[config.mk]
export PLATFORM = sky130hd
export DESIGN_NAME = apb_master_bridge_flat
export DESIGN_NICKNAME = d
export VERILOG_FILES = /design/src/rtl/apb_master_bridge_if.sv /design/src/rtl/apb_master_bridge.sv /design/src/flat_wrapper.sv
export SDC_FILE = /design/constraint.sdc
export NUM_CORES = 1
export LEC_CHECK = 0
export BUFFER_PORTS_ARGS = -buffer_cell sky130_fd_sc_hd__buf_2
export CORE_AREA = 2 2 103 105
export CTS_BUF_LIST = sky130_fd_sc_hd__clkbuf_8
export DETAILED_ROUTE_END_ITERATION = 8
export DIE_AREA = 0 0 105 107
export PLACE_DENSITY = 0.8
export SETUP_SLACK_MARGIN = 0.3
export SYNTH_ARGS = -nofsm -noshare
export SYNTH_HDL_FRONTEND = slang
export SYNTH_SLANG_ARGS = --single-unit
[constraint.sdc]
create_clock -name clk -period 2.5 [get_ports clk]
set_input_delay 0.25 -clock clk [delete_from_list [all_inputs] [get_ports clk]]
set_output_delay 0.25 -clock clk [all_outputs]
set_load 0.05 [all_outputs]
[src/rtl/apb_master_bridge_if.sv]
// APB4 bus bundle shared by the bridge (master side) and APB peripherals (slave side).
interface ApbIO #(
    parameter int ADDR_WIDTH = 32,
    parameter int DATA_WIDTH = 32
);
    logic [ADDR_WIDTH-1:0]   paddr;
    logic [2:0]              pprot;
    logic                    psel;
    logic                    penable;
    logic                    pwrite;
    logic [DATA_WIDTH-1:0]   pwdata;
    logic [DATA_WIDTH/8-1:0] pstrb;
    logic                    pready;
    logic [DATA_WIDTH-1:0]   prdata;
    logic                    pslverr;

    modport master (
        output paddr, pprot, psel, penable, pwrite, pwdata, pstrb,
        input  pready, prdata, pslverr
    );

    modport slave (
        input  paddr, pprot, psel, penable, pwrite, pwdata, pstrb,
        output pready, prdata, pslverr
    );
endinterface

[src/rtl/apb_master_bridge.sv]
// Single-outstanding APB4 requester: valid/ready request in, SETUP/ACCESS on APB,
// one-entry response buffer out, with an optional ACCESS-phase timeout abort.
`ifndef PADDR_SIZE
`define PADDR_SIZE 32
`endif
`ifndef XLEN
`define XLEN 32
`endif

module apb_master_bridge #(
    parameter int ADDR_WIDTH     = `PADDR_SIZE,
    parameter int DATA_WIDTH     = `XLEN,
    parameter int TIMEOUT_CYCLES = 256
) (
    input  logic                    clk,
    input  logic                    rst,
    // Handshakes: a beat transfers on a rising edge where valid && ready are both high;
    // valid never waits on ready, and req_ready never looks at req_valid.
    input  logic                    req_valid,
    output logic                    req_ready,
    input  logic [ADDR_WIDTH-1:0]   req_addr,
    input  logic                    req_write,
    input  logic [DATA_WIDTH-1:0]   req_wdata,
    input  logic [DATA_WIDTH/8-1:0] req_strb,
    input  logic [2:0]              req_prot,
    output logic                    resp_valid,
    input  logic                    resp_ready,
    output logic [DATA_WIDTH-1:0]   resp_rdata,
    output logic                    resp_err,
    output logic                    resp_timeout,
    ApbIO.master                    apb,
    output logic [1:0]              dbg_state
);

    localparam int CNT_WIDTH = (TIMEOUT_CYCLES > 0) ? $clog2(TIMEOUT_CYCLES + 1) : 1;
    localparam logic [CNT_WIDTH-1:0] CNT_LAST =
        (TIMEOUT_CYCLES > 0) ? CNT_WIDTH'(TIMEOUT_CYCLES - 1) : '0;

    typedef enum logic [1:0] {
        IDLE   = 2'd0,
        SETUP  = 2'd1,
        ACCESS = 2'd2
    } state_t;

    state_t               state;
    state_t               next_state;
    logic [CNT_WIDTH-1:0] cnt;
    logic                 accept;
    logic                 done;
    logic                 abort;

    assign dbg_state = state;

    always_comb begin
        req_ready  = (state == IDLE) && (!resp_valid || resp_ready);
        accept     = req_valid && req_ready;
        done       = (state == ACCESS) && apb.pready;
        // pready wins over the timeout when both land in the same cycle
        abort      = (state == ACCESS) && !apb.pready && (TIMEOUT_CYCLES != 0) && (cnt == CNT_LAST);
        next_state = state;
        case (state)
            IDLE:    if (accept) next_state = SETUP;
            SETUP:   next_state = ACCESS;
            ACCESS:  if (done || abort) next_state = IDLE;
            default: next_state = IDLE;
        endcase
    end

    always_ff @(posedge clk or negedge rst) begin
        if (!rst) state <= IDLE;
        else      state <= next_state;
    end

    // Strobes follow the next state so they are registered outputs; address/data
    // phase signals only change on accept and so stay put through IDLE.
    always_ff @(posedge clk or negedge rst) begin
        if (!rst) begin
            apb.psel    <= 1'b0;
            apb.penable <= 1'b0;
            apb.pwrite  <= 1'b0;
            apb.paddr   <= '0;
            apb.pprot   <= '0;
            apb.pwdata  <= '0;
            apb.pstrb   <= '0;
        end else begin
            apb.psel    <= (next_state != IDLE);
            apb.penable <= (next_state == ACCESS);
            if (accept) begin
                apb.paddr  <= req_addr;
                apb.pprot  <= req_prot;
                apb.pwrite <= req_write;
                apb.pwdata <= req_write ? req_wdata : '0;
                apb.pstrb  <= req_write ? req_strb : '0;
            end
        end
    end

    always_ff @(posedge clk or negedge rst) begin
        if (!rst)                                      cnt <= '0;
        else if ((state == ACCESS) && !done && !abort) cnt <= cnt + CNT_WIDTH'(1);
        else                                           cnt <= '0;
    end

    // A completion can only arrive once the buffer has drained, so it may overwrite freely.
    always_ff @(posedge clk or negedge rst) begin
        if (!rst) begin
            resp_valid   <= 1'b0;
            resp_rdata   <= '0;
            resp_err     <= 1'b0;
            resp_timeout <= 1'b0;
        end else begin
            if (resp_valid && resp_ready) resp_valid <= 1'b0;
            if (done) begin
                resp_valid   <= 1'b1;
                resp_rdata   <= apb.pwrite ? '0 : apb.prdata;
                resp_err     <= apb.pslverr;
                resp_timeout <= 1'b0;
            end else if (abort) begin
                resp_valid   <= 1'b1;
                resp_rdata   <= '0;
                resp_err     <= 1'b1;
                resp_timeout <= 1'b1;
            end
        end
    end

endmodule
[src/flat_wrapper.sv]
// flat-port wrapper written by rule: the top's interface ports become plain ports
module apb_master_bridge_flat 
#(
    parameter int ADDR_WIDTH     = `PADDR_SIZE,
    parameter int DATA_WIDTH     = `XLEN,
    parameter int TIMEOUT_CYCLES = 256
)
  (clk, rst, req_valid, req_ready, req_addr, req_write, req_wdata, req_strb, req_prot, resp_valid, resp_ready, resp_rdata, resp_err, resp_timeout, dbg_state, apb_paddr, apb_pprot, apb_psel, apb_penable, apb_pwrite, apb_pwdata, apb_pstrb, apb_pready, apb_prdata, apb_pslverr);
  ApbIO #(.ADDR_WIDTH(ADDR_WIDTH), .DATA_WIDTH(DATA_WIDTH)) apb_i ();
  input  logic clk;
  input  logic rst;
  input  logic req_valid;
  output logic req_ready;
  input  logic [ADDR_WIDTH-1:0] req_addr;
  input  logic req_write;
  input  logic [DATA_WIDTH-1:0] req_wdata;
  input  logic [DATA_WIDTH/8-1:0] req_strb;
  input  logic [2:0] req_prot;
  output logic resp_valid;
  input  logic resp_ready;
  output logic [DATA_WIDTH-1:0] resp_rdata;
  output logic resp_err;
  output logic resp_timeout;
  output logic [1:0] dbg_state;
  output wire logic [$bits(apb_i.paddr)-1:0] apb_paddr;
  output wire logic [$bits(apb_i.pprot)-1:0] apb_pprot;
  output wire logic [$bits(apb_i.psel)-1:0] apb_psel;
  output wire logic [$bits(apb_i.penable)-1:0] apb_penable;
  output wire logic [$bits(apb_i.pwrite)-1:0] apb_pwrite;
  output wire logic [$bits(apb_i.pwdata)-1:0] apb_pwdata;
  output wire logic [$bits(apb_i.pstrb)-1:0] apb_pstrb;
  input wire logic [$bits(apb_i.pready)-1:0] apb_pready;
  input wire logic [$bits(apb_i.prdata)-1:0] apb_prdata;
  input wire logic [$bits(apb_i.pslverr)-1:0] apb_pslverr;
  assign apb_paddr = apb_i.paddr;
  assign apb_pprot = apb_i.pprot;
  assign apb_psel = apb_i.psel;
  assign apb_penable = apb_i.penable;
  assign apb_pwrite = apb_i.pwrite;
  assign apb_pwdata = apb_i.pwdata;
  assign apb_pstrb = apb_i.pstrb;
  assign apb_i.pready = apb_pready;
  assign apb_i.prdata = apb_prdata;
  assign apb_i.pslverr = apb_pslverr;
  apb_master_bridge #(.ADDR_WIDTH(ADDR_WIDTH), .DATA_WIDTH(DATA_WIDTH), .TIMEOUT_CYCLES(TIMEOUT_CYCLES)) u_core (.clk(clk), .rst(rst), .req_valid(req_valid), .req_ready(req_ready), .req_addr(req_addr), .req_write(req_write), .req_wdata(req_wdata), .req_strb(req_strb), .req_prot(req_prot), .resp_valid(resp_valid), .resp_ready(resp_ready), .resp_rdata(resp_rdata), .resp_err(resp_err), .resp_timeout(resp_timeout), .apb(apb_i), .dbg_state(dbg_state));
endmodule
==> results.md, run 1 <==
* Post-DRT Antenna Nets at 0
* DRT Pass-1 Iters at 4
* Post-Syn Instances at around 360
* Hold path cells at 2
* Mux cell area share after synthesis at 0.1618
* Crit share post-route at 0.8244
* R2R Path End: u_core.apb.psel$_DFF_PN0_
* Diode count at 0
* Clock buffer count from CTS at 17
* Area of the multi-input gates at roughly 1500 sq um
* Fillers at around 800
* # IOs at 222
* Setup TNS at 0 ns
* Finish-stage setup viols at 0
* Gr ovfl total at 0
* Share of post-route cells with drive strength above 1 at 0.4917
* Crit path kind: register to register
* Setup Buffers After CTS at 0
* Post-synthesis compound-gate area fraction at 0.07349
* Slowest stage delay, CP at 0.67 ns
* Unique masters post-synth at 32
* Skew-Pair Late Insertion Delay at 0.42 ns
* Critical Path AT at 2.42 ns
* Outcome: finished clean
* Clock slew seen by the registers of the worst setup and hold paths at 0.08 ns
* Post-Syn Area at roughly 4700 sq um
* Synthesized Nets at 476
* Main combinational cell family by area after synthesis: multiplexers
* WHS Endpoint: u_core.resp_rdata[21]$_DFFE_PN0P_
* Commonest cells in the synthesized netlist: 120 x dfrtp_1, 41 x inv_1, 39 x nand2_1
* R2R Setup Slk at between 0.4 and 0.5 ns
* H-Tree Depth at 4
* Area Growth Syn to Fin at 35.13%
* Max-Cap Viols at 0
* Worst-Margin Slew at approximately 0.63 ns
* Synth warn at 0
* Routed length per instance at between 10 and 15 um
* Count leader, synth: dfrtp_1
* Clk sink count at 120
* Worst min-delay path category: input port to register
* Port bufs at 221
* Vias in the first global route at about 3600
* First-pass GRT wire length at between 15000 and 20000 um
* Final hold viol count at 0
* Die Width at approximately 110 um
* Longest Clk Path Bufs at 2
* CTS tree: done
* Synth Flop Type: dfrtp_1
* Seq/Total Area, Yosys at 0.6344
* DRT iter0 DRCs at 159
* Core area at just over 10000 sq um
* Synth Area in XOR/XNOR at 0.005551
* Post-route DRC violation count at 0
* Gpl congestion at about 0.72
* Clk_skew at between 0.008 and 0.009 ns
* Ranking of synthesized cells by area: dfrtp_1 63%, mux2_2 7.9%, mux2i_1 7.6%
* Crit path max-delay cell type: or4b_1
* Post-synth EDFFs at 0
* Worst path required time at approximately 2.9 ns
* Avg Cell Area, Syn at 13.00 sq um
* Crit-path max FO at 10
* Die Ht at approximately 110 um
* Post-synthesis register bit count at 120
* Fraction of the mapped netlist area in simple logic gates at 0.06027
* Crit path capture type: register
* Adder-Cell Fraction of Synth Area at 0.005287
* Cell Rows at 37
* Initial antenna violation count at 0
* Via count at 3572
* WP buf/inv at 0
* Final WL at roughly 10000 um
* Placed cell area at between 5000 and 6000 sq um
* Synth area leader: dfrtp_1
* # nets final at 705
* Total die area at 11240 sq um
* R2R depth at 7
* Sequential Area at ~3000 sq um
* Worst Setup Start Kind: register
* Slew Limit Fails at 0
* Async S/R FF share, synth at 1.000
* Crit path top cell by count: ha_1
* RSZ-0062 raised after global routing: no
* Initial Util at 0.4690
* Largest net degree at the start of global routing at between 60 and 70
* Design area at approximately 6400 sq um
* CTS root buffer: clkbuf_8
* HPWL Detailed at between 7000 and 8000 um
* Crit path time final at 2.061 ns
* Area fraction of the dominant cell type after synthesis at 0.6344
* All-Layer GR Usage at 0.1924
* CP top delay family: simple AND/OR/NAND/NOR gates
* Relative slew margins at 0.5828
* Highest Clock Rate at approximately 0.49 GHz
* Crit-path cells: ha_1 -> nand3_1 -> nor3_1 -> ha_1 -> or4b_1 -> o21ai_2 -> nand2b_1
* R2r startpoint: u_core.cnt[0]$_DFF_PN0_
* Hold_sp: apb_prdata[21]
* Vias per cell at ~4.8
[through the flow]
step                  util  instances  hold WS (ns)  setup WS, ns
floorplan                -        364      -0.04559        0.6517
global placement    0.5917        709        0.2083        0.5088
detailed placement  0.5917        709        0.2137        0.4441
CTS                 0.6338        742      0.004985        0.4249
global route        0.6338        742       0.01184        0.3049
finish              0.6338        742       0.03412        0.4390
[cell type report]
| class | instances | share of cell area |
|---|---|---|
| Inverter | 42 | 0.02484 |
| Multi-Input combinational cell | 183 | 0.2273 |
| Sequential cell | 120 | 0.4695 |
| Tap cell | 136 | 0.02660 |
| Clock buffer | 20 | 0.04304 |
| Timing Repair Buffer | 229 | 0.1870 |
| Clock inverter | 12 | 0.02171 |
[per-layer routing]
layer  routed length [um]  track usage  part of all wire
met1                 4224       0.2318              0.41
met2                 5294       0.3242              0.51
met3                  633      0.05228             0.061
met4                  188      0.08667             0.018
met5                    0            0                 0
[cells by family (layout without fill, tap and decap cells)]
family          Yosys count  in the layout
compound gates           44             44
xor+xnor                  3              3
fa+ha+maj                 2              2
buf+inv                  61            303
flops                   120            120
mux                      72             72
simple gates             62             62
[flip-flops by register name (all words and copies together) (netlist names)]
register / count
u_core.apb.pstrb: 4
u_core.cnt: 9
u_core.apb.pwdata: 32
u_core.apb.paddr: 32
u_core.apb.pprot: 3
u_core.apb.pwrite: 1
u_core.apb.penable: 1
u_core.dbg_state: 2
u_core.resp_rdata: 32
u_core.resp_timeout: 1
u_core.resp_err: 1
u_core.apb.psel: 1
u_core.resp_valid: 1
[placed cells by master, fill, tap and decap left out, types with 2 or more instances in the layout]
cell type and instances:
a21oi_1 5, a22o_1 32, and2_1 2, buf_12 2, buf_2 220, buf_4 6
bufinv_16 2, clkbuf_8 20, clkinv_2 3, clkinv_4 3, dfrtp_1 120, ha_1 2
inv_1 41, inv_6 4, mux2_1 3, mux2_2 33, mux2i_1 36, nand2_1 39
nand2b_1 2, nand3_1 3, nor2_1 6, o21ai_0 4, o21ai_2 2, or3_1 3
xnor2_1 2
[repair_timing]
item / 4_1_cts / 5_1_grt
endpoints found under the hold margin: 30 / 0
gates resized for setup: 0 / 0
hold buffers: 1 / 0
[worst max path at each step]
stage	startpoint	end	depth (start not counted)
2_1_floorplan	u_core.cnt[0]$_DFF_PN0_	u_core.apb.psel$_DFF_PN0_	8
3_3_place_gp	u_core.cnt[0]$_DFF_PN0_	u_core.apb.psel$_DFF_PN0_	7
3_5_place_dp	u_core.cnt[0]$_DFF_PN0_	u_core.apb.psel$_DFF_PN0_	7
4_1_cts	u_core.cnt[0]$_DFF_PN0_	u_core.apb.psel$_DFF_PN0_	7
5_1_grt	u_core.cnt[0]$_DFF_PN0_	u_core.apb.psel$_DFF_PN0_	7
6_report	u_core.cnt[0]$_DFF_PN0_	u_core.apb.psel$_DFF_PN0_	7
Power of run 1 is not shown: default switching activity piles up to over one toggle a cycle in this logic, so the estimate is an artifact.
==> run 2: changes to the inputs <==
- ABC_AREA: not set -> 1
- CORE_AREA: 2 2 103 105 -> 2 2 109 111
- DIE_AREA: 0 0 105 107 -> 0 0 111 113
- PLACE_DENSITY: 0.8 -> 0.77
- clock period: 2.5 -> 1.85 ns (I/O delays scaled with it)
==> run 2 against run 1 <==
Compared with the run above: core utilization up 5.2 points; sequential cell count is the same; worst setup slack worse by 0.26 ns; hold slack lost 0.0087 ns; fmax increased by 24%; largest cell class unchanged; register-to-register slack worse by 0.26 ns; sequential share of layout area decreased by 8.1 points; design area grew 21%; cell count rose by 38%.
==> results.md, run 2 <==
* Outcome: finished clean
* Share of post-route cells with drive strength above 1 at 0.3629
* Highest Clock Rate at about 0.60 GHz
* Crit path time final at 1.667 ns
* Skew-Pair Late Insertion Delay at about 0.41 ns
* Setup WS pre-CTS at around 0.028 ns
* Longest Clk Path Bufs at 2
* PD cells at just under 2000 nW/um^2
* All-Layer GR Usage at 0.2405
* Area Growth Syn to Fin at 59.16%
* Min Hold Slack at between 0.02 and 0.03 ns
* Finished Core Util at 0.6860
* Design area at 7732 sq um
* Clk_skew at 0.009660 ns
* Die Ht at ~110 um
* Post-Syn Area at just under 5000 sq um
* Comb pwr share at 0.539
* HPWL Detailed at 8183 um
* Port bufs at around 220
* Biggest regs: u_core.apb.paddr x32, u_core.apb.pwdata x32, u_core.resp_rdata x32
* CTS tree: done
* Synthesized Nets at 646
* Worst VDD drop at around 1.3 mV
* RSZ-0062 raised after global routing: yes
* Final WL at approximately 15000 um
* H-Tree Depth at 4
* Clock buffer count from CTS at 17
* DRT iter0 DRCs at 359
* Setup TNS at 0 ns
* CTS root buffer: clkbuf_8
* Count leader, synth: nand2_1
* Die Width at approximately 110 um
* Commonest non-fill, non-tap cell in the layout: nand2_1
* Ranking of synthesized cells by area: dfrtp_1 62%, nand2_1 20%, nand3_1 3.8%
* Seq/Total Area, Yosys at 0.6181
* # nets final at approximately 1000
* Clock power share at 0.170
* Sw frac at 0.5277
* Cell Rows at 39
* Post-synthesis register bit count at 120
* Crit path capture type: register
* Finish-stage setup viols at 0
* Cell Int Power at between 7 and 8 mW
* Routed length per instance at 14.74 um
* Relative slew margins at 0.5566
* Initial antenna violation count at 0
* Synth warn at 0
* Largest net degree at the start of global routing at 80
* Worst min-delay path category: input port to register
* Async S/R FF share, synth at 1.000
* Clk sink count at 120
* # IOs at 222
* Worst-Margin Slew at ~0.67 ns
* Critical Path AT at between 1.5 and 2 ns
* Core area at ~11000 sq um
* Initial Util at 0.4310
* Most frequent cells in the layout: 251 x nand2_1, 219 x buf_2, 119 x dfrtp_1, 94 x dlygate4sd3_1
* Crit path kind: register to register
* Synth Flop Type: dfrtp_1
* Seq pwr share at 0.290
* Max-Cap Viols at 0
* Diode count at 0
* Worst path required time at ~2.2 ns
* Slew Limit Fails at 0
* Area fraction of the dominant cell type after synthesis at 0.6181
* Total die area at about 13000 sq um
* Final hold viol count at 0
* Commonest cells in the synthesized netlist: 264 x nand2_1, 120 x dfrtp_1, 37 x nand3_1
* Worst Setup Start Kind: register
* Gpl congestion at 0.7641
* Vias in the first global route at between 4000 and 5000
* Leakage at approximately 4.2 nW
* Avg Cell Area, Syn at roughly 9.1 sq um
* Post-Syn Instances at around 530
* Via count at between 4000 and 5000
* Crit share post-route at 0.9011
* Psw at between 8 and 9 mW
* Vias per cell at between 4 and 5
* Setup WS post-layout at ~0.18 ns
* Unique masters post-synth at 22
* Post-route DRC violation count at 0
* Post-synth EDFFs at 0
* Clock slew seen by the registers of the worst setup and hold paths at about 0.080 ns
* Placed cell area at between 6000 and 7000 sq um
* DRT Pass-1 Iters at 6
* Synth area leader: dfrtp_1
* First-pass GRT wire length at around 24000 um
* Crit-path max FO at 9
* Post-DRT Antenna Nets at 0
* Gr ovfl total at 0
==> run 2: cell count changes after synthesis, moves of 10 or more <==
cell,before,now
nand2_1,39,264
mux2i_1,36,0
o21ai_1,1,36
nand3_1,3,37
mux2_2,33,0
a22o_1,32,0
inv_1,41,16
nor2_1,6,16
==> run 2: layout make-up <==
type / instances / area [sq um]
fillers: 819 / 3540
flip-flops and latches: 120 / 3004
repair buffers: 341 / 2359
multi-input cells: 369 / 1674
clock buffers: 18 / 247.7
clock inverters: 14 / 195.2
well taps: 143 / 178.9
inverters: 17 / 73.82
==> run 2: cell families after synthesis <==
group           after synthesis  share of synthesized area
simple gates                324                     0.2681
compound gates               43                    0.04558
buf+inv                      45                    0.06310
fa+ha+maj                     2                   0.005150
flops                       120                     0.6181
==> run 2: power groups by stage <==
stage                     registers (mW)  logic (mW)  clock network, mW
after floorplan                     8.51        1.88                  0
after global placement              4.40        7.63                  0
after detailed placement            4.41        7.74                  0
after CTS                           4.40        7.99               2.66
after global routing                4.58        8.73               2.81
final                               4.45        8.27               2.61
==> run 2: what timing repair did <==
action                                  4_1_cts  5_1_grt
pin swaps                                     7        8
gates cloned                                  1        2
buffers inserted                              8        6
hold buffers                                 94        0
endpoints found under the setup margin       48       66
gates resized for setup                      17       26
endpoints found under the hold margin       120        0
==> run 2: metal layers <==
metal,wire length (um),up-vias,track usage
li1,-,2330,-
met1,5751,2234,0.2767
met2,7701,225,0.4115
met3,1006,57,0.06642
met4,601,0,0.1292
met5,0,-,0
==> run 2: worst paths after layout <==
check	endpoint	slack, ns	cells past startpoint	from
max	u_core.resp_rdata[25]$_DFFE_PN0P_	0.18	10	u_core.cnt[1]$_DFF_PN0_
min	u_core.apb.pwdata[0]$_DFFE_PN0P_	0.03	3	req_wdata[0]
max reg2reg	u_core.resp_rdata[25]$_DFFE_PN0P_	0.18	10	u_core.cnt[1]$_DFF_PN0_
min reg2reg	u_core.resp_rdata[21]$_DFFE_PN0P_	0.47	2	u_core.resp_rdata[21]$_DFFE_PN0P_
max in group asynchronous	u_core.dbg_state[1]$_DFF_PN0_	0.97	3	rst
min in group asynchronous	u_core.apb.pwdata[13]$_DFFE_PN0P_	0.25	2	rst
==> run 2: critical path: stages, from the launching register on <==
cell and delay (ns):
dfrtp_1 0.40, ha_4 0.17, nand3_4 0.08, nor2_4 0.10, nand2_2 0.06, nor2_2 0.11
ha_2 0.23, o21ai_4 0.09, clkbuf_16 0.18, nand2_1 0.07, nand2_1 0.06
==> run 2: per-stage QoR <==
| stage | power (mW) | instances |
|---|---|---|
| finish | 15.33 | 1022 |
| global route | 16.12 | 1022 |
| CTS | 15.05 | 1014 |
| detailed placement | 12.15 | 879 |
| global placement | 12.04 | 879 |
| floorplan | 10.39 | 534 |
Note: power is estimated with default switching activity, not from simulation.
==> run 3: changes to the inputs <==
- CTS_BUF_LIST: sky130_fd_sc_hd__clkbuf_8 -> sky130_fd_sc_hd__clkbuf_4
==> run 3 against run 2 <==
Compared with the run above: critical path type unchanged; clock power down 18%; sequential share of layout area down 0.68 points; via count up 2.7%; worst setup slack worse by 0.0057 ns; largest cell class unchanged; critical path depth unchanged; fmax down 0.34%; sequential power about the same; register-to-register slack about the same; wire length up 4.3%.
==> results.md, run 3 (synthesized netlist as in run 2, its figures left out) <==
* Port bufs at ~220
* Crit share post-route at 0.9042
* Crit path capture type: register
* Crit path top cell by count: nand3_4
* First-pass GRT wire length at about 24000 um
* # IOs at between 200 and 250
* Vias in the first global route at 4966
* Routed length per instance at between 15 and 20 um
* Post-route DRC violation count at 0
* Area Growth Syn to Fin at 62.04%
* Setup TNS at 0 ns
* Vias per cell at 4.784
* Min Hold Slack at between 0.08 and 0.09 ns
* CP top delay family: simple AND/OR/NAND/NOR gates
* Commonest non-fill, non-tap cell in the layout: nand2_1
* HPWL Detailed at around 8000 um
* CTS root buffer: clkbuf_4
* # nets final at between 900 and 1000
* Relative slew margins at 0.5592
* Worst min-delay path category: input port to register
* Gpl congestion at 0.7641
* Worst-Margin Slew at about 0.66 ns
* Outcome: finished clean
* Initial Util at 0.4310
* Clk_skew at between 0.015 and 0.02 ns
* Skew-Pair Late Insertion Delay at about 0.50 ns
* Crit-path max FO at 7
* Die Ht at 113 um
* Crit-path cells: ha_4 -> nand3_4 -> nor2_4 -> nand2_2 -> nor2_2 -> ha_2 -> inv_2 -> nand3_4 -> buf_6 -> nor3_4
* Max-Cap Viols at 0
* Initial antenna violation count at 1
* Worst Setup Start Kind: register
* Cell Rows at 39
* WP buf/inv at 2
* Final hold viol count at 0
* Crit path kind: register to register
* Worst path required time at approximately 2.2 ns
* Finish-stage setup viols at 0
* Worst VDD drop at approximately 1.3 mV
* All-Layer GR Usage at 0.2378
* DRT Pass-1 Iters at 4
* Final WL at between 15000 and 20000 um
* Share of post-route cells with drive strength above 1 at 0.3638
* Gr ovfl total at 0
* Most frequent cells in the layout: 250 x nand2_1, 218 x buf_2, 118 x dfrtp_1, 105 x dlygate4sd3_1
* Highest Clock Rate at 0.5978 GHz
* Post-DRT Antenna Nets at 0
* PD cells at roughly 1900 nW/um^2
* Critical Path AT at just over 2 ns
* Via count at 4975
* Slew Limit Fails at 0
* Clock buffer count from CTS at 17
* Crit path time final at 1.673 ns
* H-Tree Depth at 4
* Total die area at between 10000 and 15000 sq um
* Die Width at roughly 110 um
* RSZ-0062 raised after global routing: yes
* Clock slew seen by the registers of the worst setup and hold paths at roughly 0.11 ns
* Core area at ~11000 sq um
* Largest net degree at the start of global routing at 80
* Crit path max-delay cell type: dfrtp_1
* Clk sink count at between 100 and 150
* DRT iter0 DRCs at 406
* Leakage at around 4.3 nW
* Longest Clk Path Bufs at 2
* CTS tree: done
* Slowest stage delay, CP at approximately 0.42 ns
* Biggest regs: u_core.apb.paddr x32, u_core.apb.pwdata x32, u_core.resp_rdata x32
-- run 3: cell count changes in the layout (fill, tap and decap cells not counted), moves of 3 or more --
cell,previous run,this run
clkbuf_4,0,17
dlygate4sd3_1,94,105
clkbuf_8,18,0
buf_6,5,8
clkbuf_16,2,5
-- run 3: per-layer routing --
layer | global-route usage | wire (um)
met1 | 0.2741 | 6046
met2 | 0.4123 | 8060
met3 | 0.06481 | 973
met4 | 0.1167 | 633
met5 | 0 | 0
-- run 3: timing repair --
action / in CTS / in global routing
buffers inserted: 11 / 5
pin swaps: 7 / 10
hold buffers: 105 / 0
gates cloned: 1 / 6
hold endpoints to repair: 221 / 0
resized for setup: 22 / 29
endpoints found under the setup margin: 50 / 121
-- run 3: cell type report --
class,instances,area [sq um]
multi-input cells,369,1688
repair buffers,358,2592
flip-flops and latches,120,3005
diodes,1,2.502
clock inverters,15,198.9
inverters,17,78.83
well taps,143,178.9
fillers,801,3400
clock buffers,17,127.6
-- run 3: final timing paths --
| check | slack (ns) | start | cells after the start | to |
|---|---|---|---|---|
| setup / recovery | 0.18 | u_core.cnt[1]$_DFF_PN0_ | 10 | u_core.cnt[4]$_DFF_PN0_ |
| hold / removal | 0.09 | resp_ready | 5 | u_core.resp_valid$_DFFE_PN0P_ |
| setup reg to reg | 0.18 | u_core.cnt[1]$_DFF_PN0_ | 10 | u_core.cnt[4]$_DFF_PN0_ |
| hold reg to reg | 0.48 | u_core.resp_rdata[21]$_DFFE_PN0P_ | 2 | u_core.resp_rdata[21]$_DFFE_PN0P_ |
| max in group asynchronous | 1.07 | rst | 3 | u_core.dbg_state[1]$_DFF_PN0_ |
| min in group asynchronous | 0.15 | rst | 2 | u_core.apb.pwdata[13]$_DFFE_PN0P_ |
-- run 3: through the flow --
step / instances / instance area [sq um] / worst slack, ns / utilization / total power [mW]
3_3_place_gp: 879 / 6058 / 0.1236 / 0.5375 / 12.04
6_report: 1040 / 7873 / 0.1773 / 0.6984 / 15.14
3_5_place_dp: 879 / 6058 / 0.02812 / 0.5375 / 12.15
4_1_cts: 1028 / 7605 / 0.1745 / 0.6747 / 14.62
2_1_floorplan: 534 / 4881 / 0.2201 / - / 10.39
5_1_grt: 1040 / 7873 / 0.05823 / 0.6984 / 15.91
-- run 3: worst min-delay path, delay by kind of cell --
family	cells	cell delay, ns
and+or+nand+nor	2	0.13
buffers and inverters	3	0.25
-- run 3: power breakdown --
part	total [mW]	leakage, nW	switching, mW	internal, mW
clock	2.13	0.174	1.05	1.08
sequential	4.44	1.54	0.654	3.78
combinational	8.58	2.54	6.45	2.13
